`src/rtl/shift_seq_pkg.sv`:
```
// Shared encodings for the multi-step shift sequencer.
// Also holds the fill-bit selection used by the one-step datapath.
package shift_seq_pkg;

  typedef enum logic [1:0] {
    MODE_FILL   = 2'b00,
    MODE_ROTATE = 2'b01,
    MODE_EDGE   = 2'b10,
    MODE_ZERO   = 2'b11
  } mode_e;

  typedef enum logic {
    DIR_LEFT  = 1'b0,
    DIR_RIGHT = 1'b1
  } dir_e;

  typedef enum logic [1:0] {
    ST_IDLE  = 2'b00,
    ST_SHIFT = 2'b01,
    ST_DONE  = 2'b10
  } state_e;

  // Value that enters the vacated end of the register.
  // edge_bit is the vacated position's own previous value.
  function automatic logic fill_bit(input mode_e mode,
                                    input logic  ser_in,
                                    input logic  out_bit,
                                    input logic  edge_bit);
    logic f;
    case (mode)
      MODE_FILL:   f = ser_in;
      MODE_ROTATE: f = out_bit;
      MODE_EDGE:   f = edge_bit;
      default:     f = 1'b0;
    endcase
    return f;
  endfunction

endpackage

```
`src/rtl/shift_step.sv`:
```
// Combinational one-bit shift of the register in the latched direction/mode.
// Produces the next register value and the bit that falls off the end.
module shift_step
  import shift_seq_pkg::*;
#(
  parameter int WIDTH = 16
) (
  input  logic [WIDTH-1:0] b_i,
  input  dir_e             dir_i,
  input  mode_e            mode_i,
  input  logic             ser_in_i,
  output logic [WIDTH-1:0] b_o,
  output logic             out_o
);

  logic fill;

  always_comb begin
    b_o   = b_i;
    out_o = 1'b0;
    fill  = 1'b0;
    if (dir_i == DIR_LEFT) begin
      out_o = b_i[WIDTH-1];
      fill  = fill_bit(mode_i, ser_in_i, b_i[WIDTH-1], b_i[0]);
      b_o   = {b_i[WIDTH-2:0], fill};
    end else begin
      out_o = b_i[0];
      fill  = fill_bit(mode_i, ser_in_i, b_i[0], b_i[WIDTH-1]);
      b_o   = {fill, b_i[WIDTH-1:1]};
    end
  end

endmodule

```
`src/rtl/shift_seq_reg.sv`:
```
// Shift register that executes Count one-bit shifts per accepted Start command.
//   state    | meaning
//   ST_IDLE  | holding b; accepts Load or Start
//   ST_SHIFT | one shift per edge until the remaining count is exhausted
//   ST_DONE  | single-cycle completion pulse, then back to idle
module shift_seq_reg
  import shift_seq_pkg::*;
#(
  parameter int WIDTH = 16,
  parameter int CNT_W = 4
) (
  input  logic             Clock,
  input  logic             Resetn,
  input  logic             Load,
  input  logic [WIDTH-1:0] R,
  input  logic             Start,
  input  logic             Dir,
  input  logic [1:0]       Mode,
  input  logic [CNT_W-1:0] Count,
  input  logic             SerIn,
  output logic [WIDTH-1:0] b,
  output logic             SerOut,
  output logic             Busy,
  output logic             Done
);

  state_e           state_q;
  logic [WIDTH-1:0] b_q;
  logic             ser_out_q;
  dir_e             dir_q;
  mode_e            mode_q;
  logic [CNT_W-1:0] cnt_q;
  logic             busy_q;
  logic             done_q;

  logic [WIDTH-1:0] b_d;
  logic             ser_out_d;

  shift_step #(
    .WIDTH(WIDTH)
  ) u_step (
    .b_i     (b_q),
    .dir_i   (dir_q),
    .mode_i  (mode_q),
    .ser_in_i(SerIn),
    .b_o     (b_d),
    .out_o   (ser_out_d)
  );

  // Load overrides everything but reset and silently drops any pending shifts.
  always_ff @(posedge Clock) begin
    if (!Resetn) begin
      state_q   <= ST_IDLE;
      b_q       <= '0;
      ser_out_q <= 1'b0;
      dir_q     <= DIR_LEFT;
      mode_q    <= MODE_FILL;
      cnt_q     <= '0;
      busy_q    <= 1'b0;
      done_q    <= 1'b0;
    end else if (Load) begin
      state_q <= ST_IDLE;
      b_q     <= R;
      cnt_q   <= '0;
      busy_q  <= 1'b0;
      done_q  <= 1'b0;
    end else begin
      case (state_q)
        ST_IDLE: begin
          if (Start) begin
            dir_q  <= dir_e'(Dir);
            mode_q <= mode_e'(Mode);
            cnt_q  <= Count;
            busy_q <= 1'b1;
            if (Count == '0) begin
              state_q <= ST_DONE;
              done_q  <= 1'b1;
            end else begin
              state_q <= ST_SHIFT;
            end
          end
        end
        ST_SHIFT: begin
          b_q       <= b_d;
          ser_out_q <= ser_out_d;
          cnt_q     <= cnt_q - CNT_W'(1);
          if (cnt_q == CNT_W'(1)) begin
            state_q <= ST_DONE;
            done_q  <= 1'b1;
          end
        end
        ST_DONE: begin
          state_q <= ST_IDLE;
          busy_q  <= 1'b0;
          done_q  <= 1'b0;
        end
        default: begin
          state_q <= ST_IDLE;
          busy_q  <= 1'b0;
          done_q  <= 1'b0;
        end
      endcase
    end
  end

  assign b      = b_q;
  assign SerOut = ser_out_q;
  assign Busy   = busy_q;
  assign Done   = done_q;

endmodule

```
`config.mk`:
```
export PLATFORM = sky130hd
export DESIGN_NAME = shift_seq_reg
export DESIGN_NICKNAME = d
export VERILOG_FILES = /design/src/rtl/shift_seq_pkg.sv /design/src/rtl/shift_step.sv /design/src/rtl/shift_seq_reg.sv
export SDC_FILE = /design/constraint.sdc
export NUM_CORES = 1
export LEC_CHECK = 0
export ABC_AREA = 1
export BUFFER_PORTS_ARGS = -buffer_cell sky130_fd_sc_hd__buf_2
export CAP_MARGIN = 20
export CORE_MARGIN = 4
export CORE_UTILIZATION = 50
export DETAILED_ROUTE_END_ITERATION = 7
export PLACE_DENSITY = 0.85
export SLEW_MARGIN = 20
export SYNTH_ARGS = -nofsm -noshare
export SYNTH_HDL_FRONTEND = slang
export SYNTH_SLANG_ARGS = --single-unit
```
`constraint.sdc`:
```
create_clock -name Clock -period 1.31 [get_ports Clock]
set_input_delay 0 -clock Clock [delete_from_list [all_inputs] [get_ports Clock]]
set_output_delay 0 -clock Clock [all_outputs]
set_load 0.005 [all_outputs]
```
======== Word-level counts from Yosys, hierarchy flattened ========
Cells that the tools add are included.
word-level totals
  flip-flop bits (word level) ............. 28
  bits of input ports ..................... 28
  output and inout bits ................... 19
operators by class
  $add $sub $neg .......................... 1
  eq/ne operators ......................... 9
  mux-type cells .......................... 18
  bitwise operators ....................... 3
  reduce and logical (&&, ||, !) cells .... 14
operators by type and width
  cell                                               count
  two-way mux 16 bit                                 3
  AND reduction 2 bit                                6
  one-hot mux 4 bit (2 select lines)                 1
  two-way mux 2 bit                                  3
  != test 2 bit (second input constant)              3
  != test 3 bit (second input constant)              2
  one-hot mux 1 bit (3 select lines)                 2
  AND reduction 3 bit                                2
  two-way mux 1 bit                                  5
  == test 2 x 1 -> 1 bit (second input constant)     2
  == test 4 x 1 -> 1 bit (second input constant)     1
  logical NOT 2 bit                                  2
  logical NOT 4 bit                                  1
  two-way mux 4 bit                                  1
  one-hot mux 1 bit (2 select lines)                 2
  one-hot mux 2 bit (2 select lines)                 1
  nonzero test 2 bit                                 2
  subtractor 4 x 1 -> 4 bit (second input constant)  1
  inverter 1 bit                                     3
  == test 2 bit (second input constant)              1
  OR reduction 2 bit                                 1

======== Longest topological paths before layout ========
Gate-level depths: netlist of the first run.
  word-level depth ........................ 5
  gate-level depth with buffers ........... 9
  depth with buffers taken out ............ 8

======== By module ========
A second synthesis of the first run with hierarchy kept.
unflattened totals
  cell total of the unflattened synthesis .. 236
  area, all modules ....................... 1622.8 um^2
modules (own cells, without submodules)
  module         times used  cells each  area an instance (um^2)  seq. area each (um^2)
  shift_seq_reg  1           174         1287.5                   560.5
  shift_step     1           62          335.3                    0.0

======== Least setup slack after synthesis of the first run ========
Ideal clock, no wire load.
  path type ............................... reg2reg
  start ................................... register state_q[1]
  end ..................................... register b_q[3], in the netlist b[3]
  library setup time ...................... 0.115 ns
  arrival ................................. 0.942 ns
  data required time ...................... 1.195 ns
  slack ................................... 0.253 ns
  stages on the path, launching flop included .. 7
  path buffers ............................ 1
  clock period less this slack ............ 1.057 ns
  cells stage by stage .................... dfxtp_1 -> inv_2 -> nand2_4 -> nand2_4 -> buf_4 -> o21ai_1 -> nor2_1
on the way
  longest elaborated chain between the ends .. 2
RTL lines
  what                          line                 source
  start: declaration            shift_seq_reg.sv:27  state_e state_q;
  start signal: assignment      shift_seq_reg.sv:53  state_q <= ST_IDLE;
  start signal: assignment      shift_seq_reg.sv:62  state_q <= ST_IDLE;
  start signal: assignment      shift_seq_reg.sv:76  state_q <= ST_DONE;
  == test 2 x 1 -> 1 bit        shift_seq_reg.sv:68  case (state_q)
  nonzero test 2 bit (no line)  --
  end signal: assignment        shift_seq_reg.sv:54  b_q <= '0;
  end signal: assignment        shift_seq_reg.sv:63  b_q <= R;
  end signal: assignment        shift_seq_reg.sv:84  b_q <= b_d;
  end: declaration              shift_seq_reg.sv:28  logic [WIDTH-1:0] b_q;
No other way between the ends.
A chain may end at the register's enable or synchronous reset.

======== Worst setup path in the final report of the first run ========
  start ................................... register state_q[1]
  end ..................................... register cnt_q[0]
on the way
  longest elaborated chain between the ends .. 3
RTL lines
  what                                                                  line                 source
  == test 2 x 1 -> 1 bit / logical NOT 2 bit (equally long branches)    shift_seq_reg.sv:68
  nonzero test 2 bit (no line) / != test 2 bit (equally long branches)  --
  AND reduction 2 bit (no line)                                         --
  end signal: assignment                                                shift_seq_reg.sv:73  cnt_q <= Count;
  end signal: assignment                                                shift_seq_reg.sv:86  cnt_q <= cnt_q - CNT_W'(1);
  end: declaration                                                      shift_seq_reg.sv:32  logic [CNT_W-1:0] cnt_q;
Several ways; a longest one is shown, not always the timed one.

==> results of run 1 <==
## path summary, 6_finish.rpt
kind              startpoint       end  slack [ns]  cells after the start
setup / recovery  state_q[1]  cnt_q[0]        0.13                      5
setup reg to reg  state_q[1]  cnt_q[0]        0.13                      5
hold reg to reg         Done      Done        0.47                      2
hold / removal          R[1]      b[1]        0.01                      5
## metrics by stage
step	cells	hold slack [ns]	worst slack [ns]	util	cell area [um^2]
final	318	0.0125	0.125	0.688	1950
after global routing	318	0.0141	0.0144	0.688	1950
after CTS	318	0.0173	0.0728	0.685	1940
after detailed placement	300	0.279	0.0955	0.622	1760
after global placement	300	0.276	0.136	0.622	1760
after floorplan	227	0.143	0.253	-	1520
## cells in the mapped netlist (3+ instances only)
cell / count / area (um^2)
a21oi_1: 12 / 60.1
inv_2: 4 / 15.0
nor2_1: 19 / 71.3
o21ai_0: 13 / 65.1
inv_1: 19 / 71.3
nand2_1: 63 / 236
dfxtp_1: 28 / 561
nand2_4: 3 / 33.8
nand3_1: 17 / 85.1
a31oi_1: 7 / 43.8
a21boi_0: 3 / 22.5
o21ai_1: 19 / 95.1
## worst max-delay path: cells and delay by family, from the launching register on
kind	cells	cell delay, ns
and+or+nand+nor	3	0.49
DFF	1	0.38
AOI/OAI and AO/OA	2	0.26
## routing by layer
layer	GRT usage	wire length, um	vias up
met4	0.0771	54	0
met2	0.328	1800	51
met1	0.265	1800	742
met5	0	0	-
met3	0.0302	199	6
li1	-	-	868
## cells by family (layout without fill, tap and decap cells)
family	Yosys count	in the layout
simple gates	107	107
compound gates	59	59
fa+ha+maj	2	2
buf+inv	31	91
flops	28	28
## sequential cells by signal, indices dropped and copies added (netlist names)
| name | flops |
|---|---|
| mode_q | 2 |
| state_q | 2 |
| dir_q | 1 |
| Done | 1 |
| SerOut | 1 |
| b | 16 |
| Busy | 1 |
| cnt_q | 4 |
## repair_timing
| action | CTS | global route |
|---|---|---|
| resized for setup | 0 | 2 |
| endpoints found under the setup margin | 0 | 4 |
| hold endpoints to repair | 16 | 0 |
| hold buffers | 14 | 0 |
## power groups by stage
stage	registers (uW)	clock network, uW	logic, uW
4_1_cts	966	431	413
5_1_grt	975	462	484
2_1_floorplan	980	0	249
3_3_place_gp	982	0	373
6_report	966	423	421
3_5_place_dp	984	0	380
## cell usage in the layout, fill, tap and decap left out
master and count:
nor2_4 1, o22ai_1 1, inv_4 1, ha_1 2, a21boi_0 3, dlygate4sd3_1 14
nand3_1 17, clkbuf_4 3, buf_4 2, clkbuf_8 1, nand3_2 1, o21a_1 1
dfxtp_1 27, dfxtp_2 1, a21boi_1 1, inv_6 1, o21ai_0 13, inv_2 4
nand2_1 63, o21ai_1 19, buf_2 46, a31oi_1 7, o211ai_1 2, nand2_4 2
nor2_1 19, a21oi_1 12, nor2_2 2, inv_1 19, nand2_8 1, nand2_2 1
## final cells by class
type / instances / area, um^2 / area share
multi-input cells: 168 / 823 / 0.423
flip-flops and latches: 28 / 562 / 0.289
repair buffers: 62 / 385 / 0.198
inverters: 25 / 101 / 0.0521
well taps: 31 / 38.8 / 0.0199
clock buffers: 4 / 36.3 / 0.0186
==> results.txt, run 1 <==
Status - finished clean
Drt pass-1 iters - 4
DR WL/cell - 12.1 um
Total clock sinks - 28
Cell Area, Synth - 0.00152 mm^2
Area grow syn2layout - 28.4%
Height of the die - 63.1 um
Max_cap viols - 0
Register area share after synthesis - 0.370
VDD IR-drop max - 0.000642 V
Largest family of logic cells by synthesized area - simple AND/OR/NAND/NOR gates
GRT overflow - 0
Internal power - 1270 uW
Sw frac - 0.299
Fmax - 844 MHz
Logic pwr share - 0.233
Tcrit/Tclk final - 0.904
Register share of total power - 0.534
CP max FO - 4
Port Buffers - 46
Synth Area in XOR/XNOR - 0
CP peak stage delay - 0.38 ns
Largest net degree at the start of global routing - 29
Cell mode on critical path - nand2_1
Clock transition at path regs - 0.15 ns
Final TNS setup - 0 ns
Gr usage total - 0.201
Setup Fix Bufs, Post-CTS - 0
Final slew viol count - 0
LEAKAGE - 0.000918 uW
Via count - 1667
Worst-skew pair later-pin latency - 0.32 ns
Clock share of power - 0.234
Initial DRC Count - 103
DP HPWL - 2810 um
Vias in the first global route - 1599
Die footprint - 0.00398 mm^2
Die X - 63.1 um
CTS Buffer Depth - 2
Routed WL - 3860 um
Adder-Cell Fraction of Synth Area - 0.0165
CP max-delay cell - dfxtp_1
Clk_skew - 0.00289 ns
Final Wtd Congestion - 0.865
Synth Area in Compound Gates - 0.213
Synth Warn # - 0
Min cycle time layout - 1.18 ns
Req. time, crit path - 1.58 ns
H-Tree Level Count - 1
Worst Setup End Kind - flip-flop
Synthesized net count - 257
Cells after synthesis - 227
Multiplexer area fraction after synthesis - 0
Yosys reg bits - 28
Ant diodes - 0
Final nets - 318
Avg Cell Area, Syn - 6.68 um^2
Synth unique cells - 27
CTS Buf Count - 3
Critical path arrival - 1.45 ns
Setup Crit Path Kind - reg -> reg
Pwr Total - 1810 uW
RSZ-0062 raised after global routing - no
EDFF count, synth - 0
Post-synth ARST share - 0
Avg Vias per Cell - 5.24
Critical path, cell by cell - nor2_1 -> nand2_1 -> nand2_1 -> o211ai_1 -> a21oi_1
PD cells - 930 mW/mm^2
Antenna Nets Post-Route - 0
Share of cells above drive strength 1 - 0.233
Endpoints failing hold - 0
Simple-gate share of the synthesized area - 0.308
First-pass GRT wire length - 6710 um
Worst-margin pin slew - 0.282 ns
Initial core utilization - 0.536
Root buffer selected by CTS - clkbuf_4
TritonCTS clock tree - done
Worst slew margin - 0.812
CP startpoint kind - flip-flop
Hold WC Path Type - in -> reg
Count of final setup violators - 0
Rows - 19
Antenna violations before repair - 0
Synth Flop Type - dfxtp_1
I/O pin total - 47
Net Switching - 542 uW
Core area - 0.00283 mm^2
FILL cells - 237
Residual DRC count - 0
Power figures use the tool's default switching activity.
==> inputs of run 2 (changes only) <==
--- a/config.mk
+++ b/config.mk
@@ -7,8 +7,7 @@
 export LEC_CHECK = 0
 export ABC_AREA = 1
 export BUFFER_PORTS_ARGS = -buffer_cell sky130_fd_sc_hd__buf_2
-export CAP_MARGIN = 20
-export CORE_MARGIN = 4
+export CORE_MARGIN = 2
 export CORE_UTILIZATION = 50
 export DETAILED_ROUTE_END_ITERATION = 7
 export PLACE_DENSITY = 0.85
==> results.txt, run 2 (same netlist as run 1, synthesis figures left out) <==
Setup Crit Path Kind - reg -> reg
Root buffer selected by CTS - clkbuf_4
HP Start - R[3]
Vias in the first global route - 1440
Rows - 19
CP startpoint kind - flip-flop
Die X - 59.1 um
Final nets - 317
Worst Setup End Kind - flip-flop
Setup slack, reg-to-reg - 0.15 ns
Worst-margin pin slew - 0.271 ns
Drt pass-1 iters - 4
Hold slack - -0.0102 ns
Largest net degree at the start of global routing - 29
Via count - 1643
CP delay by family, top - simple AND/OR/NAND/NOR gates
Commonest non-fill, non-tap cells in the layout - 63 x nand2_1, 46 x buf_2, 27 x dfxtp_1
Max reg flops - 16
Routed WL - 3580 um
PD cells - 934 mW/mm^2
Avg Vias per Cell - 5.18
Commonest non-fill, non-tap cell in the layout - nand2_1
Worst path buffer plus inverter count - 0
Final TNS setup - 0 ns
Hold path endpoint - b[3]
CTS Buffer Depth - 2
Req. time, crit path - 1.58 ns
Min cycle time layout - 1.16 ns
H-Tree Level Count - 1
GRT overflow - 0
Die footprint - 0.00349 mm^2
Hold WC Path Type - in -> reg
CTS Buf Count - 3
Crit Reg-Reg Startpoint - state_q[1]
Dpl cells - 300
CP max-delay cell - dfxtp_1
FILL cells - 250
CP peak stage delay - 0.38 ns
Area grow syn2layout - 27.7%
Total clock sinks - 28
Antenna Nets Post-Route - 0
CP max FO - 4
Port Buffers - 46
RSZ-0062 raised after global routing - no
Failing checks - negative hold slack
Antenna violations before repair - 0
Setup Fix Bufs, Post-CTS - 0
Cell mode on critical path - nand2_1
Critical path arrival - 1.43 ns
Fmax - 864 MHz
Final std cells w/o fill - 317
Core area - 0.00283 mm^2
Ant diodes - 0
Endpoints failing hold - 1
Clk_skew - 0.00979 ns
Final core utilization - 0.685
Share of cells above drive strength 1 - 0.234
Residual DRC count - 0
Clock transition at path regs - 0.16 ns
Tcrit/Tclk final - 0.883
R2R Path End - cnt_q[0]
R2R depth - 5
VDD IR-drop max - 0.000560 V
First-pass GRT wire length - 6180 um
I/O pin total - 47
Gr usage total - 0.225
Height of the die - 59.1 um
CP Depth - 5
TritonCTS clock tree - done
Worst-skew pair later-pin latency - 0.33 ns
Count of final setup violators - 0
Worst Hold Depth - 5
Critical path, cell by cell - nor2_1 -> nand2_1 -> nand2_1 -> o211ai_1 -> a21oi_1
DR WL/cell - 11.3 um
Initial core utilization - 0.536
Max_cap viols - 0
LEAKAGE - 0.000913 uW
DP HPWL - 2610 um
Final Wtd Congestion - 0.808
Initial DRC Count - 69
Worst slew margin - 0.819
Status - finished with violations
Final slew viol count - 0
[run 2: final cells by class]
class	instances	area, um^2	share of cell area
inverter	25	101	0.0523
sequential	28	562	0.290
tap	31	38.8	0.0200
multi-input combinational	168	823	0.425
clock buffer	4	36.3	0.0187
timing repair buffer	61	375	0.194
[run 2: worst reg2reg max path, cell delays in order (launching register included)]
cell	delay [ns]
dfxtp_1	0.38
nor2_1	0.19
nand2_1	0.15
nand2_1	0.16
o211ai_1	0.10
a21oi_1	0.13
[run 2: power breakdown]
group          internal, uW  leakage [uW]  switching, uW  total [uW]
logic                   185      0.000662            231         416
registers               912      0.000231           53.3         965
clock network           170     0.0000210            257         427
[run 2: worst max path at each step]
stage                          start  endpoint
after floorplan           state_q[1]      b[3]
after global placement    state_q[0]      b[0]
after detailed placement  state_q[0]      b[0]
after CTS                 state_q[0]      b[0]
after global routing      state_q[1]  cnt_q[0]
final                     state_q[1]  cnt_q[0]
[run 2: what timing repair did]
item	CTS	global route
hold buffers	13	0
setup endpoints to repair	0	2
endpoints found under the hold margin	13	0
resized for setup	0	2
[run 2: per-layer routing]
layer	GRT usage	vias to the layer above	wire [um]
met5	0	-	0
met4	0.0682	0	47
met3	0.0218	6	151
met2	0.343	40	1600
met1	0.337	724	1780
li1	-	873	-
[run 2: stage by stage]
step	total power, uW	worst slack [ns]	hold WS, ns	instance area [um^2]
2_1_floorplan	1230	0.253	0.143	1520
3_3_place_gp	1350	0.138	0.273	1760
3_5_place_dp	1360	0.0724	0.278	1760
4_1_cts	1810	0.0543	0.00277	1930
5_1_grt	1920	0.0172	0.0415	1940
6_report	1810	0.153	-0.0102	1940
==> inputs of run 3 (changes only) <==
==> constraint.sdc (replaced) <==
create_clock -name Clock -period 1.07 [get_ports Clock]
set_input_delay 0 -clock Clock [delete_from_list [all_inputs] [get_ports Clock]]
set_output_delay 0 -clock Clock [all_outputs]
set_load 0.005 [all_outputs]
==> results.txt, run 3 (same netlist as run 1, synthesis figures left out) <==
Status - finished with violations
Failing checks - negative hold slack, negative setup slack
Antenna violations before repair - 0
Commonest non-fill, non-tap cell in the layout - nand2_1
CP Depth - 6
Critical path arrival - 1.43 ns
Port Buffers - 46
Endpoints failing hold - 1
Final nets - 337
Count of final setup violators - 8
Critical path, cell by cell - buf_4 -> nor2_4 -> nand2_2 -> nand3_1 -> nand3_1 -> a21oi_1
CP max-delay cell - dfxtp_4
Post-DP Area - 0.00187 mm^2
Worst-margin pin slew - 0.275 ns
DR WL/cell - 14.7 um
Largest net degree at the start of global routing - 20
Hold slack - -0.0184 ns
Sw frac - 0.300
Drt pass-1 iters - 7
Die X - 59.1 um
Worst Setup End Kind - flip-flop
Antenna Nets Post-Route - 0
Final worst setup slack - -0.0831 ns
CP delay by family, top - simple AND/OR/NAND/NOR gates
Via count - 1911
LEAKAGE - 0.00104 uW
Tcrit/Tclk final - 1.08
Worst-skew pair later-pin latency - 0.33 ns
Setup Crit Path Kind - reg -> reg
H-Tree Level Count - 1
Max_cap viols - 0
PD cells - 1150 mW/mm^2
Commonest non-fill, non-tap cells in the layout - 58 x nand2_1, 46 x buf_2, 23 x dfxtp_1, 23 x o21ai_1
Final Wtd Congestion - 0.835
Ant diodes - 0
Worst path buffer plus inverter count - 1
R2R Path End - cnt_q[2]
DP HPWL - 2890 um
CP max FO - 5
Crit Reg-Reg Startpoint - state_q[1]
Pre-CTS setup slack - -0.0519 ns
Final slew viol count - 0
First-pass GRT wire length - 6780 um
Fmax - 867 MHz
Clk_skew - 0.00235 ns
R2R depth - 6
I/O pin total - 47
Clock share of power - 0.277
CP peak stage delay - 0.40 ns
Initial DRC Count - 111
Total clock sinks - 28
Req. time, crit path - 1.34 ns
Die footprint - 0.00349 mm^2
Avg Vias per Cell - 5.67
Core area - 0.00283 mm^2
Rows - 19
CTS Buffer Depth - 2
Max reg flops - 16
Register share of total power - 0.464
Routed WL - 4960 um
Clock transition at path regs - 0.16 ns
Root buffer selected by CTS - clkbuf_4
Hold WC Path Type - in -> reg
Min cycle time layout - 1.15 ns
Area grow syn2layout - 47.5%
CP startpoint kind - flip-flop
FILL cells - 180
CTS Buf Count - 3
Residual DRC count - 0
Worst setup endpoint - cnt_q[2]
GRT overflow - 0
Height of the die - 59.1 um
Logic pwr share - 0.259
Setup slack, reg-to-reg - -0.08 ns
Gr usage total - 0.250
Net Switching - 768 uW
Share of cells above drive strength 1 - 0.359
Worst slew margin - 0.816
RSZ-0062 raised after global routing - yes
Internal power - 1800 uW
Cell mode on critical path - nand3_1
VDD IR-drop max - 0.000692 V
Critical path launch point - state_q[1]
Design area - 0.00224 mm^2
TritonCTS clock tree - done
Initial core utilization - 0.536
Pwr Total - 2560 uW
Vias in the first global route - 1640
[run 3: cell count changes in the layout (fill, tap and decap cells not counted), sizes merged]
cell and change:
clkbuf -1, bufinv +1, nor2 +1, buf +17, dlygate4sd3 +1, nand2 +1
[run 3: timing repair]
action | 4_1_cts | 5_1_grt
pin swaps | 0 | 8
endpoints found under the setup margin | 25 | 24
setup buffers | 0 | 4
gates cloned | 0 | 2
hold endpoints to repair | 14 | 0
gates resized for setup | 13 | 34
hold buffers | 14 | 0
[run 3: layout make-up]
cell class | instances | area (um^2) | area share
clock buffers | 3 | 22.5 | 0.0101
clock inverters | 1 | 30.0 | 0.0134
inverters | 25 | 109 | 0.0487
multi-input cells | 170 | 933 | 0.417
flip-flops and latches | 28 | 574 | 0.257
well taps | 31 | 38.8 | 0.0173
repair buffers | 79 | 529 | 0.237
[run 3: power by group through the flow]
stage | clock, uW | combinational [uW] | sequential, uW
2_1_floorplan | 0 | 305 | 1200
3_3_place_gp | 0 | 503 | 1200
3_5_place_dp | 0 | 515 | 1200
4_1_cts | 708 | 574 | 1180
5_1_grt | 752 | 729 | 1200
6_report | 709 | 665 | 1190
[run 3: worst min-delay path by stage]
stage	from	endpoint	depth (start not counted)
finish	Resetn	b[7]	3
global route	Resetn	b[7]	3
CTS	Count[1]	cnt_q[1]	5
detailed placement	R[6]	b[6]	3
global placement	R[7]	b[7]	3
floorplan	Start	state_q[0]	2
[run 3: layer usage]
layer,vias to the layer above,part of all wire,track usage
li1,915,-,-
met1,874,0.42,0.327
met2,101,0.49,0.429
met3,21,0.067,0.0218
met4,0,0.028,0.0909
met5,-,0,0
[run 3: tightest hold or removal path: stages]
cell and delay [ns]:
buf_2 0.17, o21ai_2 0.07, a31oi_1 0.04
[run 3: stage by stage]
step | util | TNS [ns] | cells
detailed placement | 0.661 | -0.329 | 313
finish | 0.791 | -0.343 | 337
CTS | 0.743 | 0 | 331
floorplan | - | 0 | 227
global placement | 0.661 | 0 | 313
global route | 0.791 | -1.26 | 337
